File: config.mk
export PLATFORM = sky130hd
export DESIGN_NAME = fifo_wr_arbiter
export DESIGN_NICKNAME = d
export VERILOG_FILES = /design/src/rtl/shared_pkg.sv /design/src/rtl/rr_priority_picker.sv /design/src/rtl/fifo_wr_arbiter.sv
export SDC_FILE = /design/constraint.sdc
export NUM_CORES = 1
export LEC_CHECK = 0
export BUFFER_PORTS_ARGS = -buffer_cell sky130_fd_sc_hd__buf_4
export CORE_MARGIN = 1.5
export CORE_UTILIZATION = 40
export DETAILED_ROUTE_END_ITERATION = 7
export HOLD_SLACK_MARGIN = 0.03
export PLACE_DENSITY = 0.79
export SLEW_MARGIN = 30
export SYNTH_ARGS = -nofsm -noshare
export SYNTH_HDL_FRONTEND = slang
export SYNTH_SLANG_ARGS = --single-unit
File: constraint.sdc
create_clock -name clk -period 5.4 [get_ports clk]
set_input_delay 0.54 -clock clk [delete_from_list [all_inputs] [get_ports clk]]
set_output_delay 0.54 -clock clk [all_outputs]
set_load 0.01 [all_outputs]
File: src/rtl/shared_pkg.sv
// shared_pkg: common types and helpers for the FIFO write-port arbiter.
//   arb_state_e  - arbiter FSM states (IDLE / BURST).
//   DEF_*        - default values for NUM_REQ, FIFO_WIDTH, MAX_BURST.
//   pick_t       - result of a round-robin pick (found flag + index).
//   rr_pick()    - scan-form round-robin pick: first set req bit starting at
//                  ptr and wrapping modulo n (n <= PICK_MAX).
package shared_pkg;

    typedef enum logic {ARB_IDLE, ARB_BURST} arb_state_e;

    localparam int unsigned DEF_NUM_REQ    = 4;
    localparam int unsigned DEF_FIFO_WIDTH = 16;
    localparam int unsigned DEF_MAX_BURST  = 4;

    localparam int unsigned PICK_MAX = 32;

    typedef struct packed {
        logic       found;
        logic [4:0] idx;
    } pick_t;

    function automatic pick_t rr_pick(input logic [PICK_MAX-1:0] req,
                                      input int unsigned ptr,
                                      input int unsigned n);
        pick_t       r;
        int unsigned j;
        r = '0;
        for (int unsigned k = 0; k < PICK_MAX; k++) begin
            if (k < n) begin
                j = ptr + k;
                if (j >= n) j = j - n;
                if (!r.found && req[j[4:0]]) begin
                    r.found = 1'b1;
                    r.idx   = j[4:0];
                end
            end
        end
        return r;
    endfunction

endpackage

File: src/rtl/rr_priority_picker.sv
// rr_priority_picker: combinational round-robin picker.
//   req_i   [NUM_REQ]  request vector
//   ptr_i   [IW]       highest-priority index this cycle
//   found_o            at least one request set
//   idx_o   [IW]       first set request at or after ptr_i (wrapping)
// Rotates req so ptr_i lands on bit 0, priority-encodes the lowest set bit,
// then adds ptr_i back modulo NUM_REQ.
module rr_priority_picker
    import shared_pkg::*;
#(
    parameter int unsigned NUM_REQ = DEF_NUM_REQ,
    localparam int unsigned IW     = $clog2(NUM_REQ)
) (
    input  logic [NUM_REQ-1:0] req_i,
    input  logic [IW-1:0]      ptr_i,
    output logic               found_o,
    output logic [IW-1:0]      idx_o
);

    logic [2*NUM_REQ-1:0] dbl;
    logic [NUM_REQ-1:0]   rot;
    logic [IW-1:0]        enc;
    logic [IW:0]          sum;

    always_comb begin
        dbl     = {req_i, req_i} >> ptr_i;
        rot     = dbl[NUM_REQ-1:0];
        found_o = |rot;
        enc     = '0;
        // Descending scan so the lowest set bit is the one left in enc.
        for (int k = NUM_REQ; k > 0; k--) begin
            if (rot[k-1]) enc = IW'(k - 1);
        end
        sum   = {1'b0, enc} + {1'b0, ptr_i};
        idx_o = (sum >= (IW+1)'(NUM_REQ)) ? IW'(sum - (IW+1)'(NUM_REQ))
                                          : sum[IW-1:0];
    end

endmodule

File: src/rtl/fifo_wr_arbiter.sv
// fifo_wr_arbiter: shares the sync FIFO write port between NUM_REQ requesters
// with round-robin arbitration and burst locking (up to MAX_BURST beats).
//   clk, rst          clock, synchronous active-high reset
//   req, req_data     per-requester request and packed data (slice i <-> req[i])
//   gnt               one-hot combinational grant; beat moves on req[i]&&gnt[i]
//   fifo_full,
//   fifo_almost_full  FIFO flags used for throttling
//   fifo_wr_en,
//   fifo_data_in      registered FIFO write (one cycle after grant)
//   owner, busy       current burst owner / high while in BURST
//   stall_cnt         (only with FIFO_WR_ARBITER_STATS_EN) saturating count of
//                     cycles with a pending request but no write allowed
module fifo_wr_arbiter
    import shared_pkg::*;
#(
    parameter int unsigned NUM_REQ    = DEF_NUM_REQ,
    parameter int unsigned FIFO_WIDTH = DEF_FIFO_WIDTH,
    parameter int unsigned MAX_BURST  = DEF_MAX_BURST
) (
    input  logic                          clk,
    input  logic                          rst,
    input  logic [NUM_REQ-1:0]            req,
    input  logic [NUM_REQ*FIFO_WIDTH-1:0] req_data,
    output logic [NUM_REQ-1:0]            gnt,
    input  logic                          fifo_full,
    input  logic                          fifo_almost_full,
    output logic                          fifo_wr_en,
    output logic [FIFO_WIDTH-1:0]         fifo_data_in,
    output logic [$clog2(NUM_REQ)-1:0]    owner,
`ifdef FIFO_WR_ARBITER_STATS_EN
    output logic [15:0]                   stall_cnt,
`endif
    output logic                          busy
);

    localparam int unsigned IW = $clog2(NUM_REQ);
    localparam int unsigned BW = $clog2(MAX_BURST + 1);
    localparam logic [IW-1:0] LAST_IDX  = IW'(NUM_REQ - 1);
    localparam logic [BW-1:0] BURST_LEN = BW'(MAX_BURST);

    arb_state_e            state_q, state_d;
    logic [IW-1:0]         rr_ptr_q, rr_ptr_d;
    logic [IW-1:0]         owner_q, owner_d, owner_nxt;
    logic [BW-1:0]         beat_q, beat_d;
    logic                  wr_en_q;
    logic [FIFO_WIDTH-1:0] data_q, data_sel;
    logic [IW-1:0]         pick_ptr, pick_idx, gnt_idx;
    logic                  pick_found, can_write, owner_released;

    assign owner_nxt      = (owner_q == LAST_IDX) ? '0 : owner_q + IW'(1);
    // The registered write still in flight counts against the last free slot.
    assign can_write      = !fifo_full && !(wr_en_q && fifo_almost_full);
    assign owner_released = (state_q == ARB_BURST) && !req[owner_q];
    // On release the arbitration already uses the post-release pointer,
    // giving a zero-bubble handover.
    assign pick_ptr       = owner_released ? owner_nxt : rr_ptr_q;

    rr_priority_picker #(.NUM_REQ(NUM_REQ)) u_picker (
        .req_i   (req),
        .ptr_i   (pick_ptr),
        .found_o (pick_found),
        .idx_o   (pick_idx)
    );

    always_comb begin
        state_d  = state_q;
        rr_ptr_d = rr_ptr_q;
        owner_d  = owner_q;
        beat_d   = beat_q;
        gnt      = '0;
        gnt_idx  = owner_q;
        if (!rst && can_write) begin
            if (state_q == ARB_BURST && req[owner_q]) begin
                gnt[owner_q] = 1'b1;
                beat_d       = beat_q + BW'(1);
                if (beat_d == BURST_LEN) begin
                    state_d  = ARB_IDLE;
                    rr_ptr_d = owner_nxt;
                end
            end else begin
                if (owner_released) begin
                    rr_ptr_d = owner_nxt;
                    state_d  = ARB_IDLE;
                end
                if (pick_found) begin
                    gnt[pick_idx] = 1'b1;
                    gnt_idx       = pick_idx;
                    owner_d       = pick_idx;
                    beat_d        = BW'(1);
                    if (MAX_BURST > 1) begin
                        state_d = ARB_BURST;
                    end else begin
                        rr_ptr_d = (pick_idx == LAST_IDX) ? '0 : pick_idx + IW'(1);
                    end
                end
            end
        end
        data_sel = req_data[gnt_idx*FIFO_WIDTH +: FIFO_WIDTH];
    end

    always_ff @(posedge clk) begin
        if (rst) begin
            state_q  <= ARB_IDLE;
            rr_ptr_q <= '0;
            owner_q  <= '0;
            beat_q   <= '0;
            wr_en_q  <= 1'b0;
            data_q   <= '0;
        end else begin
            state_q  <= state_d;
            rr_ptr_q <= rr_ptr_d;
            owner_q  <= owner_d;
            beat_q   <= beat_d;
            wr_en_q  <= |gnt;
            if (|gnt) data_q <= data_sel;
        end
    end

    assign fifo_wr_en   = wr_en_q;
    assign fifo_data_in = data_q;
    assign owner        = owner_q;
    assign busy         = (state_q == ARB_BURST);

`ifdef FIFO_WR_ARBITER_STATS_EN
    logic [15:0] stall_q;

    always_ff @(posedge clk) begin
        if (rst) begin
            stall_q <= '0;
        end else if (|req && !can_write && stall_q != '1) begin
            stall_q <= stall_q + 16'd1;
        end
    end

    assign stall_cnt = stall_q;
`endif

endmodule

Yosys cells after proc, flatten, opt, wreduce, memory -nomap -nowiden. Cells that the tools add are included.

$lt $le $gt $ge: 5. Add/subtract/negate cells: 4. Multiplexer cells: 27. Reductions and logical operators: 18. Shift-type cells: 2. Equality and inequality tests: 3.

Operator list (number): $shiftx 64x7->16 (1); $mux 2 (12); $mux 4 (3); $reduce_or 4->1 (2); $shr 8x2->4 (1); $logic_and 1x1->1 (7); $mux 1 (7); $lt 2x3->1 const B (2); $mux 3 (2); $demux 1 s2 (2); $ge 2x1->1 const B (2); $logic_not 1->1 (4); $reduce_and 2->1 (2); $add 2x2->3 (1); $add 3x1->3 const B (1); $eq 3x3->1 const B (1); $ge 3x3->1 const B (1); $reduce_and 3->1 (1); $reduce_bool 3->1 (1); $add 2x1->2 const B (1); $bmux 1 s2 (1); $eq 2x2->1 const B (1); $ne 2x1->1 const B (1); $reduce_bool 2->1 (1); $sub 2x1->2 const B (1).

Output and inout bits: 24. Flip-flop bits (word level): 25. Logic and storage cells: 65.

Depth between registers and ports, before layout. Gate-level depths: netlist (run 1).

Depth after elaboration: 21. Mapped depth: 15.

By module. A second synthesis (run 1) with hierarchy kept.

Cells, all modules: 195. Area total of the unflattened synthesis: 1808.0 sq um.

By module, submodules not included: fifo_wr_arbiter (area each 1627.8 sq um, cells an instance 172, times used 1); rr_priority_picker (area each 180.2 sq um, cells an instance 23, times used 1).

Least setup slack after synthesis (run 1). No wires, ideal clock.

Path type: register -> register. From: register owner_q[0], in the netlist owner[0]. To: register data_q[10], in the netlist fifo_data_in[10]. Cell stages (with the launch flop): 15. Required time: 5.263 ns. Arrival time: 3.256 ns. Period minus slack after synthesis: 3.393 ns. Path slack: 2.007 ns. Library setup time: 0.137 ns. Cells stage by stage: dfxtp_1 > mux4_2 > o21ai_0 > nand2_1 > a211oi_1 > a31oi_1 > a22oi_1 > ha_1 > xnor2_1 > or4_4 > and2_1 > buf_6 > buf_6 > nand4_1 > o2111ai_1.

Word-level cells in the longest chain between the ends: 21.

RTL lines: start, declared (line fifo_wr_arbiter.sv:43) `logic [IW-1:0] owner_q, owner_d, owner_nxt;`; start signal, assigned (line fifo_wr_arbiter.sv:112) `owner_q <= owner_d;`; $bmux 1 s2 (line fifo_wr_arbiter.sv:53, fifo_wr_arbiter.sv:73); $mux 1 (not written as such) (line fifo_wr_arbiter.sv:53, fifo_wr_arbiter.sv:73); $logic_not 1->1 (line fifo_wr_arbiter.sv:53) `assign owner_released = (state_q == ARB_BURST) && !req[owner_q];`; $logic_and 1x1->1 (line fifo_wr_arbiter.sv:53); $mux 2; $shr 8x2->4 (line rr_priority_picker.sv:26) `dbl = {req_i, req_i} >> ptr_i;`; $mux 2 (4 in a row) (line rr_priority_picker.sv:32) `if (rot[k-1]) enc = IW'(k - 1);`; $add 2x2->3 (line rr_priority_picker.sv:34) `sum = {1'b0, enc} + {1'b0, ptr_i};`; [... 2 more ...]; $lt 2x3->1 (not written as such) / $ge 2x1->1 (equally long branches) (line fifo_wr_arbiter.sv:86) `gnt[pick_idx] = 1'b1;`; $logic_and 1x1->1 (not written as such) (line fifo_wr_arbiter.sv:86); $mux 1 (not written as such) (line fifo_wr_arbiter.sv:86); $demux 1 s2 (line fifo_wr_arbiter.sv:86); $mux 4 (line fifo_wr_arbiter.sv:85) `if (pick_found) begin`; $mux 4 (line fifo_wr_arbiter.sv:73) `if (state_q == ARB_BURST && req[owner_q]) begin`; $mux 4 (line fifo_wr_arbiter.sv:72) `if (!rst && can_write) begin`; $reduce_or 4->1 (line fifo_wr_arbiter.sv:115) `if (|gnt) data_q <= data_sel;`; end signal, assigned (line fifo_wr_arbiter.sv:115); end, declared (line fifo_wr_arbiter.sv:46) `logic [FIFO_WIDTH-1:0] data_q, data_sel;`.

Several ways; a longest one is shown, not always the timed one. The select of a mux whose other input is x is not followed. A chain may end at the register's enable or synchronous reset.

Worst setup path after layout (run 1).
From: register owner_q[0], in the netlist owner[0]. To: register data_q[2], in the netlist fifo_data_in[2].

Same word-level chain as after synthesis.

==> out/qor.txt, run 1 <==
=================================================================================================
Status                                                                               finished, final reports clean
Final setup violation count                                                                     0
Total of flip-flops plus latches after synthesis                                               25
Die Ht                                                                                    69.1 µm
Fmax                                                                                      243 MHz
Smallest setup slack after layout                                                         1.28 ns
Dominant synthesized flop cell                                                            dfxtp_1
Most common cell after layout, fill and taps aside                                          buf_4
RSZ-0062 raised after global routing                                                           no
Biggest cell delay along the critical path                                                0.62 ns
Routed vias                                                                                  1963
Maximum clock insertion buffer count                                                            2
Max VDD drop                                                                             0.130 mV
Number of top-level pins                                                                       96
Buffer cell driving the clock tree root                                                  clkbuf_8
Tightest hold margin                                                                     0.482 ns
HPWL after DPL                                                                            4010 µm
Pwr dens                                                                               199 nW/µm²
Later-pin clock latency in the skew report                                                0.27 ns
Post-placement cell area                                                                 2450 µm²
Number of buffer and inverter stages on the critical path                                       0
Clock period minus final worst setup slack                                                4.12 ns
Worst-case register-to-register setup slack                                               1.28 ns
Fraction of registers with async set/reset                                                      0
Share of cells above drive strength 1                                                       0.358
Core Rows                                                                                      23
Family with the most delay on the worst path                                         simple AND/OR/NAND/NOR gates
Growth of design area from synthesis to finish                                              43.2%
Fraction of the core area covered by cells at the end of the flow                           0.613
Period utilization                                                                          0.764
Highest-count cells in the layout ignoring fill and taps                             buf_4, nand2_1, dfxtp_1, mux2i_1, nand3_1
H-Tree Depth                                                                                    1
Final TNS setup                                                                              0 ns
Residual DRC count                                                                              0
Pin count of the biggest net entering global routing                                           32
Routability congestion estimate from global placement                                       0.934
CTS resizes                                                                                     0
Antenna cell count                                                                              0
Tightest Hold Check Type                                                             register to register
Die extent in x                                                                           69.1 µm
GRT Resource Usage Total                                                                    0.220
Die Outline Area                                                                         4780 µm²
Global route overflow                                                                           0
Aggregate routed wire length                                                              5410 µm
Worst setup SP type                                                                      register
Final hold vios                                                                                 0
Number of DRC markers in iteration 0                                                          119
Via count of the first global-routing pass                                                   1837
Number of distinct library cell variants in the gate-level netlist after synthesis             42
Final worst clock skew                                                                 0.00335 ns
Detail-routed via count per cell                                                             5.62
Drt pass-1 iters                                                                                4
Worst Setup EP                                                                       fifo_data_in[2]
Max-cap viol count                                                                              0
Net total in the final layout                                                                 379
Crit Path Max Fanout                                                                           31
Type of element capturing the critical path                                              register
Logic depth of the worst register-to-register path                                             12
Clock sinks                                                                                    25
Launching element of the worst setup path                                                owner[0]
TritonCTS clock tree                                                                          yes
Cell area after technology mapping                                                       1750 µm²
Number of enable-type register cells in the synthesized netlist                                 0
CP Data Arrival Time                                                                      4.25 ns
Highest-delay cell along the critical path                                                 mux4_2
Initial antenna violation count                                                                 0
Worst setup slack before clock tree synthesis                                             1.22 ns
Leak                                                                                      1.09 nW
Post-synthesis net count                                                                      291
Reg2Reg Launch Point                                                                     owner[0]
Post-Synthesis Mean Instance Area                                                        8.24 µm²
FILL cells                                                                                    386
Number of hold-repair buffers added at the cts stage                                            0
Cts bufs inserted                                                                               3
Routed wirelength normalized by instance count                                            15.5 µm
Setup Fix Bufs, Post-CTS                                                                        0
Wire length of the first global-routing pass                                              8820 µm
Number of warnings issued by yosys                                                              0
Measured slew at the worst slew-check pin                                                0.839 ns
Final design area excluding fillers                                                      2500 µm²
Synthesized netlist cell count                                                                212
Clock transition at the registers of the reported paths                                   0.09 ns
Cell chain of the critical path                                                      mux4_2 > o21ai_0 > nand2_1 > a211oi_1 > a31oi_1 > a22oi_1 > ha_1 > xnor2_1 > or4_4 > nand3_2 > mux2i_1 > o2111ai_1
Starting density of the core                                                                0.428
Required time worst endpoint                                                              5.53 ns
Port buffer count                                                                              95
Number of logic stages on the critical path including buffering                                12
Normalized max-slew margin                                                                  0.440
Core ar.                                                                                 4090 µm²
Max Transition Viols Final                                                                      0
Sequential share of the synthesized area                                                    0.286
Remaining number of nets flagged by the antenna check after routing                             0
Hold path depth                                                                                 2
Capturing point of the worst reg2reg path                                            fifo_data_in[2]
Critical Setup Path Class                                                            register to register
=================================================================================================
-- where the power goes --
part / internal, mW / total (mW) / switching (mW) / leakage (nW)
Clock: 0.0523 / 0.115 / 0.0628 / 0.0217
Sequential: 0.203 / 0.216 / 0.0129 / 0.205
Combinational: 0.0886 / 0.167 / 0.0786 / 0.860
-- synth_stat cells, drive strengths merged (2+ instances only) --
cell | n | share of area
o2111ai | 15 | 0.075
a22oi | 2 | 0.0086
nor2b | 4 | 0.014
nor2 | 9 | 0.019
a31oi | 3 | 0.011
inv | 9 | 0.019
mux2i | 18 | 0.10
o21ai | 8 | 0.023
nand2b | 2 | 0.0072
o211ai | 2 | 0.0086
nand3 | 17 | 0.052
clkbuf | 7 | 0.015
a21oi | 7 | 0.020
dfxtp | 25 | 0.29
a211oi | 3 | 0.013
xor2 | 2 | 0.010
and2 | 2 | 0.0072
ha | 7 | 0.050
nand4 | 15 | 0.054
nand3b | 2 | 0.0086
nor3 | 2 | 0.0057
nand2 | 28 | 0.060
buf | 6 | 0.031
-- layer usage --
layer / vias up / global-route usage / part of all wire / wire [µm]
li1: 977 / - / - / -
met1: 909 / 0.289 / 0.43 / 2320
met2: 71 / 0.377 / 0.50 / 2710
met3: 6 / 0.0351 / 0.057 / 309
met4: 0 / 0.0501 / 0.014 / 77
met5: - / 0 / 0 / 0
-- worst register-to-register path, cell delays in order (launching register included) --
cell and delay [ns]:
dfxtp_1 0.54, mux4_2 0.62, o21ai_0 0.23, nand2_1 0.16, a211oi_1 0.26, a31oi_1 0.06
a22oi_1 0.20, ha_1 0.19, xnor2_1 0.11, or4_4 0.52, nand3_2 0.61, mux2i_1 0.32
o2111ai_1 0.15
-- through the flow --
stage	instances	power (mW)
CTS	349	0.500
detailed placement	345	0.386
global route	349	0.529
finish	349	0.498
global placement	345	0.383
floorplan	212	0.302
-- worst min path at each step --
stage | start | endpoint | slack [ns]
floorplan | rr_ptr_q[0] | rr_ptr_q[0] | 0.45
global placement | fifo_data_in[9] | fifo_data_in[9] | 0.45
detailed placement | fifo_data_in[11] | fifo_data_in[11] | 0.45
CTS | fifo_data_in[6] | fifo_data_in[6] | 0.49
global route | rst | rr_ptr_q[0] | 0.51
finish | fifo_data_in[8] | fifo_data_in[8] | 0.48
-- area by class of cell --
cell class	count	area, µm²	area share
Multi-Input combinational cell	165	1140	0.454
Timing Repair Buffer	96	721	0.288
Sequential cell	25	500	0.200
Tap cell	50	62.6	0.0250
Clock buffer	3	41.3	0.0165
Inverter	9	33.8	0.0135
Clock inverter	1	7.51	0.00300
-- logic make-up after synthesis --
family | synth area share
flops | 0.286
simple gates | 0.250
mux | 0.125
buf+inv | 0.0659
fa+ha+maj | 0.0501
compound gates | 0.208
xor+xnor | 0.0150
-- flip-flops by register name, indices dropped and copies added (netlist names) --
| name | count |
|---|---|
| rr_ptr_q | 2 |
| fifo_wr_en | 1 |
| fifo_data_in | 16 |
| busy | 1 |
| owner | 2 |
| beat_q | 3 |
Power figures use the tool's default switching activity.
==> run 2: changes to the inputs <==
- PLACE_DENSITY: 0.79 -> 0.82
- clock period: 5.4 -> 3.4 ns (I/O delays scaled with it)
==> run 2 against run 1 <==
  * Clock power up 56%
  * Highest routed layer unchanged
  * Sequential power up 58%
  * Register-to-register slack worse by 1.1 ns
  * Combinational power up 82%
  * Utilization up 5.9 points
  * Non-clock buffer count up 18
  * Via count up 3.3%
  * Die area unchanged
==> out/qor.txt, run 2 (synthesized netlist as in run 1, its figures left out) <==
==================================================================================
FILL cells                                                                     365   was 386
Clock sinks                                                                     25   unchanged
Net total in the final layout                                                  397   was 379
Max-cap viol count                                                               0   unchanged
Sequential power share                                                       0.414   was 0.433
Antenna cell count                                                               0   unchanged
Internal portion of total power                                             571 µW   was 344 µW
Cts bufs inserted                                                                3   unchanged
HPWL after DPL                                                             4150 µm   was 4010 µm
TritonCTS clock tree                                                           yes   unchanged
Later-pin clock latency in the skew report                                 0.27 ns   about the same
Smallest setup slack after layout                                        0.0853 ns   was 1.28 ns
Max reg flops                                                                   16   unchanged
Drt pass-1 iters                                                                 5   was 4
Routed wirelength normalized by instance count                             15.2 µm   was 15.5 µm
Core Rows                                                                       23   unchanged
Required time worst endpoint                                               3.06 ns   was 5.53 ns
Remaining number of nets flagged by the antenna check after routing              0   unchanged
Share of power burned in combinational logic                                 0.369   was 0.336
Post-placement cell area                                                  2580 µm²   was 2450 µm²
Final design area excluding fillers                                       2750 µm²   was 2500 µm²
Most common cell after layout, fill and taps aside                           buf_4   unchanged
Tightest hold margin                                                      0.301 ns   was 0.482 ns
Residual DRC count                                                               0   unchanged
Status                                                                finished, final reports clean   unchanged
Pin count of the biggest net entering global routing                            32   unchanged
Fmax                                                                       302 MHz
H-Tree Depth                                                                     1   unchanged
GRT Resource Usage Total                                                     0.224   was 0.220
Growth of design area from synthesis to finish                               57.1%   was 43.2%
Leak                                                                       1.21 nW   was 1.09 nW
Switching share of power                                                     0.307   was 0.310
Number of DRC markers in iteration 0                                           122   was 119
Die Ht                                                                     69.1 µm   unchanged
Die extent in x                                                            69.1 µm   unchanged
Pwr dens                                                                300 nW/µm²   was 199 nW/µm²
Port buffer count                                                               95   unchanged
Clock share of power                                                         0.217   was 0.231
Fraction of the core area covered by cells at the end of the flow            0.672   was 0.613
Max VDD drop                                                              0.180 mV   was 0.130 mV
Period utilization                                                           0.975
Type of element capturing the critical path                            output port   was register
Clock transition at the registers of the reported paths                    0.09 ns   about the same
Detail-routed via count per cell                                              5.52   was 5.62
Worst setup SP type                                                       register   unchanged
Final worst clock skew                                                   0.0104 ns   was 0.00335 ns
Clock period minus final worst setup slack                                 3.31 ns
Normalized max-slew margin                                                   0.540   was 0.440
Tightest Hold Check Type                                              input port to register   was register to register
Measured slew at the worst slew-check pin                                 0.689 ns   was 0.839 ns
Worst setup slack before clock tree synthesis                           -0.0910 ns   was 1.22 ns
Buffer cell driving the clock tree root                                   clkbuf_8   unchanged
Highest-count cells in the layout ignoring fill and taps              buf_4, nand2_1, dfxtp_1, mux2i_1, nand3_1   unchanged
Max Transition Viols Final                                                       0   unchanged
RSZ-0062 raised after global routing                                           yes   was no
Die Outline Area                                                          4780 µm²   unchanged
Number of top-level pins                                                        96   unchanged
Final setup violation count                                                      0   unchanged
Routed vias                                                                   2027   was 1963
Aggregate routed wire length                                               5590 µm   was 5410 µm
Via count of the first global-routing pass                                    1927   was 1837
Routability congestion estimate from global placement                         1.01   was 0.934
Global route overflow                                                            0   unchanged
Switching power of the nets                                                 253 µW   was 154 µW
Final hold vios                                                                  0   unchanged
Wire length of the first global-routing pass                               8960 µm   was 8820 µm
CP Data Arrival Time                                                       2.97 ns   was 4.25 ns
Maximum clock insertion buffer count                                             2   unchanged
Critical Setup Path Class                                             register to output port   was register to register
Crit Path Max Fanout                                                             4   was 31
Core ar.                                                                  4090 µm²   unchanged
Initial antenna violation count                                                  0   unchanged
Starting density of the core                                                 0.428   unchanged
Share of cells above drive strength 1                                        0.429   was 0.358
==================================================================================
==> run 2: worst paths after layout <==
path               startpoint  cells after the start               end  slack (ns)
max                  owner[0]                      9            gnt[0]        0.09
max reg2reg          owner[0]                     13   fifo_data_in[9]        0.20
min reg2reg  fifo_data_in[15]                      2  fifo_data_in[15]        0.47
min              req_data[42]                      3  fifo_data_in[10]        0.30
==> run 2: stage by stage <==
step	std cells	TNS, ns	power (mW)
5_1_grt	367	-0.0915	0.871
3_5_place_dp	359	-0.892	0.634
6_report	367	0	0.824
3_3_place_gp	359	0	0.629
4_1_cts	363	0	0.815
2_1_floorplan	212	0	0.479
==> run 2: critical path: stages (launching register included) <==
cell	delay, ns
dfxtp_2	0.37
mux4_2	0.55
nand3b_1	0.21
and2_4	0.18
buf_4	0.13
a211oi_1	0.43
nor2_1	0.19
xor2_4	0.23
o31ai_1	0.26
buf_4	0.17
==> run 2: what timing repair did <==
| action | in CTS | in global routing |
|---|---|---|
| gates cloned | 0 | 1 |
| hold endpoints to repair | 0 | 0 |
| pin swaps | 0 | 10 |
| resized for setup | 4 | 13 |
| hold buffers | 0 | 0 |
| setup buffers | 0 | 3 |
| setup endpoints to repair | 20 | 21 |
==> run 2: area by class of cell <==
type	count	area, µm²	area share
Sequential cell	25	503	0.183
Tap cell	50	62.6	0.0228
Inverter	9	33.8	0.0123
Timing Repair Buffer	114	910	0.331
Clock buffer	3	41.3	0.0150
Clock inverter	1	5.00	0.00182
Multi-Input combinational cell	165	1190	0.433
==> run 2: power by group through the flow <==
| stage | combinational [mW] | clock (mW) | sequential, mW |
|---|---|---|---|
| 2_1_floorplan | 0.120 | 0 | 0.359 |
| 3_3_place_gp | 0.283 | 0 | 0.346 |
| 3_5_place_dp | 0.287 | 0 | 0.346 |
| 4_1_cts | 0.291 | 0.183 | 0.341 |
| 5_1_grt | 0.330 | 0.196 | 0.345 |
| 6_report | 0.304 | 0.179 | 0.341 |
==> run 2: metal layers <==
layer,part of all wire,wire [µm],global-route usage
met5,0,0,0
met4,0.0095,53,0.0763
met3,0.053,298,0.0380
met2,0.50,2800,0.356
met1,0.44,2430,0.307
==> run 3: changes to the inputs <==
- PLACE_DENSITY: 0.82 -> 0.76
- TNS_END_PERCENT: default -> 10
==> run 3 against run 2 <==
  * Via count stayed put
  * Highest routed layer unchanged
  * Die area stayed put
  * Maximum frequency is 0.60% higher
  * Sequential share of layout area grew 0.37 points
  * Final cell count is 1.6% lower
  * Combinational power shrank 2%
  * Global-route usage shrank 0.68 points
  * Power is 0.25% lower
  * Utilization shrank 1.3 points
  * Wire length fell by 3.7%
  * First-iteration DRC count fell by 3.3%
==> out/qor.txt, run 3 (synthesized netlist as in run 1, its figures left out) <==
==================================================================================
Crit Path Max Fanout                                                             4   unchanged
Status                                                                finished, final reports clean   unchanged
HPWL after DPL                                                             4010 µm   was 4150 µm
Cts bufs inserted                                                                3   unchanged
Critical Setup Path Class                                             register to output port   unchanged
Final worst clock skew                                                  0.00824 ns   was 0.0104 ns
Initial antenna violation count                                                  0   unchanged
Routability congestion estimate from global placement                        0.967   was 1.01
End point of the most critical hold path                              fifo_data_in[4]   was fifo_data_in[10]
Max Transition Viols Final                                                       0   unchanged
Logic depth of the worst register-to-register path                              13   unchanged
Max VDD drop                                                              0.170 mV   was 0.180 mV
Routed wirelength normalized by instance count                             14.9 µm   was 15.2 µm
Clock transition at the registers of the reported paths                    0.10 ns   was 0.09 ns
GRT Resource Usage Total                                                     0.217   was 0.224
Highest-count cells in the layout ignoring fill and taps              buf_4, nand2_1, dfxtp_1, mux2i_1, nand3_1   unchanged
Sequential power share                                                       0.415   was 0.414
Clock share of power                                                         0.224   was 0.217
Number of DRC markers in iteration 0                                           118   was 122
Wire length of the first global-routing pass                               8720 µm   was 8960 µm
Worst-case register-to-register setup slack                                0.13 ns   was 0.20 ns
Fmax                                                                       304 MHz   was 302 MHz
Capturing point of the worst reg2reg path                             fifo_data_in[6]   was fifo_data_in[9]
Post-placement cell area                                                  2580 µm²   about the same
Post-placement cell count                                                      357   was 359
Leak                                                                       1.18 nW   was 1.21 nW
Later-pin clock latency in the skew report                                 0.27 ns   about the same
Switching share of power                                                     0.309   was 0.307
Worst setup SP type                                                       register   unchanged
Most common cell after layout, fill and taps aside                           buf_4   unchanged
Final TNS setup                                                               0 ns   unchanged
Normalized max-slew margin                                                   0.542   was 0.540
Residual DRC count                                                               0   unchanged
Final hold vios                                                                  0   unchanged
Clock period minus final worst setup slack                                 3.29 ns   was 3.31 ns
Period utilization                                                           0.969   was 0.975
Via count of the first global-routing pass                                    1939   was 1927
H-Tree Depth                                                                     1   unchanged
Share of cells above drive strength 1                                        0.424   was 0.429
Share of power burned in combinational logic                                 0.361   was 0.369
Global route overflow                                                            0   unchanged
Internal portion of total power                                             568 µW   was 571 µW
Required time worst endpoint                                               3.06 ns   about the same
Remaining number of nets flagged by the antenna check after routing              0   unchanged
Port buffer count                                                               95   unchanged
Growth of design area from synthesis to finish                               54.0%   was 57.1%
Pwr dens                                                                305 nW/µm²   was 300 nW/µm²
Antenna cell count                                                               0   unchanged
Worst Hold Launch                                                     req_data[36]   was req_data[42]
Routed vias                                                                   2027   unchanged
Core ar.                                                                  4090 µm²   unchanged
Launching element of the worst setup path                                 owner[0]   unchanged
Max-cap viol count                                                               0   unchanged
Buffer cell driving the clock tree root                                   clkbuf_8   unchanged
Starting density of the core                                                 0.428   unchanged
CP Data Arrival Time                                                       2.95 ns   was 2.97 ns
Aggregate routed wire length                                               5380 µm   was 5590 µm
Pin count of the biggest net entering global routing                            32   unchanged
Clock sinks                                                                     25   unchanged
Die Outline Area                                                          4780 µm²   unchanged
Maximum clock insertion buffer count                                             2   unchanged
Final design area excluding fillers                                       2690 µm²   was 2750 µm²
Measured slew at the worst slew-check pin                                 0.686 ns   was 0.689 ns
Net total in the final layout                                                  391   was 397
Tightest Hold Check Type                                              input port to register   unchanged
TritonCTS clock tree                                                           yes   unchanged
Setup Fix Bufs, Post-CTS                                                         0   unchanged
Type of element capturing the critical path                            output port   unchanged
Final Instance Count excl. Fillers                                             361   was 367
Core Rows                                                                       23   unchanged
Hold path depth                                                                  3   unchanged
Max reg flops                                                                   16   unchanged
Detail-routed via count per cell                                              5.61   was 5.52
Drt pass-1 iters                                                                 4   was 5
Final setup violation count                                                      0   unchanged
Number of top-level pins                                                        96   unchanged
Die extent in x                                                            69.1 µm   unchanged
Die Ht                                                                     69.1 µm   unchanged
Reg2Reg Launch Point                                                      owner[0]   unchanged
Switching power of the nets                                                 254 µW   was 253 µW
==================================================================================
run 3: layout make-up:
type / count / area [µm²]
clock buffers: 3 / 41.3
well taps: 50 / 62.6
flip-flops and latches: 25 / 503
multi-input cells: 165 / 1190
fillers: 349 / 1400
clock inverters: 1 / 7.51
inverters: 9 / 33.8
repair buffers: 108 / 852
run 3: per-stage QoR:
| step | hold WS, ns | total power [mW] | util | worst slack (ns) |
|---|---|---|---|---|
| global placement | 0.449 | 0.630 | 0.631 | 0.0761 |
| finish | 0.301 | 0.822 | 0.659 | 0.105 |
| detailed placement | 0.452 | 0.635 | 0.632 | -0.0388 |
| floorplan | 0.454 | 0.479 | - | 0.00683 |
| global route | 0.300 | 0.870 | 0.659 | -0.0497 |
| CTS | 0.298 | 0.819 | 0.646 | 0.0385 |
run 3: per-layer routing:
| layer | wire, µm | track usage | vias up |
|---|---|---|---|
| li1 | - | - | 1000 |
| met1 | 2190 | 0.275 | 945 |
| met2 | 2810 | 0.377 | 74 |
| met3 | 281 | 0.0278 | 8 |
| met4 | 97 | 0.0763 | 0 |
| met5 | 0 | 0 | - |
run 3: worst max path at each step:
stage / to / slack (ns) / cells after the start
after floorplan: fifo_data_in[10] / 0.007 / 14
after global placement: fifo_data_in[0] / 0.08 / 13
after detailed placement: fifo_data_in[6] / -0.04 / 13
after CTS: gnt[3] / 0.04 / 12
after global routing: gnt[3] / -0.05 / 12
final: gnt[3] / 0.11 / 12
run 3: worst max-delay path, cell delays in order, from the launching register on:
cell and delay (ns):
dfxtp_2 0.36, mux4_2 0.54, o21ai_2 0.20, and2_4 0.18, nand2_1 0.05, a31oi_1 0.18, a22oi_1 0.12, ha_2 0.21
xnor2_2 0.13, buf_4 0.16, xor2_4 0.16, a32o_2 0.27, buf_6 0.12
run 3: power by group through the flow:
stage,clock (mW),sequential [mW],combinational (mW)
finish,0.184,0.341,0.297
global route,0.203,0.345,0.322
CTS,0.189,0.341,0.290
detailed placement,0,0.346,0.288
global placement,0,0.347,0.283
floorplan,0,0.359,0.120
run 3: what timing repair did:
action                                 4_1_cts  5_1_grt
setup endpoints to repair                    4       20
pin swaps                                    0        7
endpoints found under the hold margin        0        0
hold buffers                                 0        0
resized for setup                            2       14
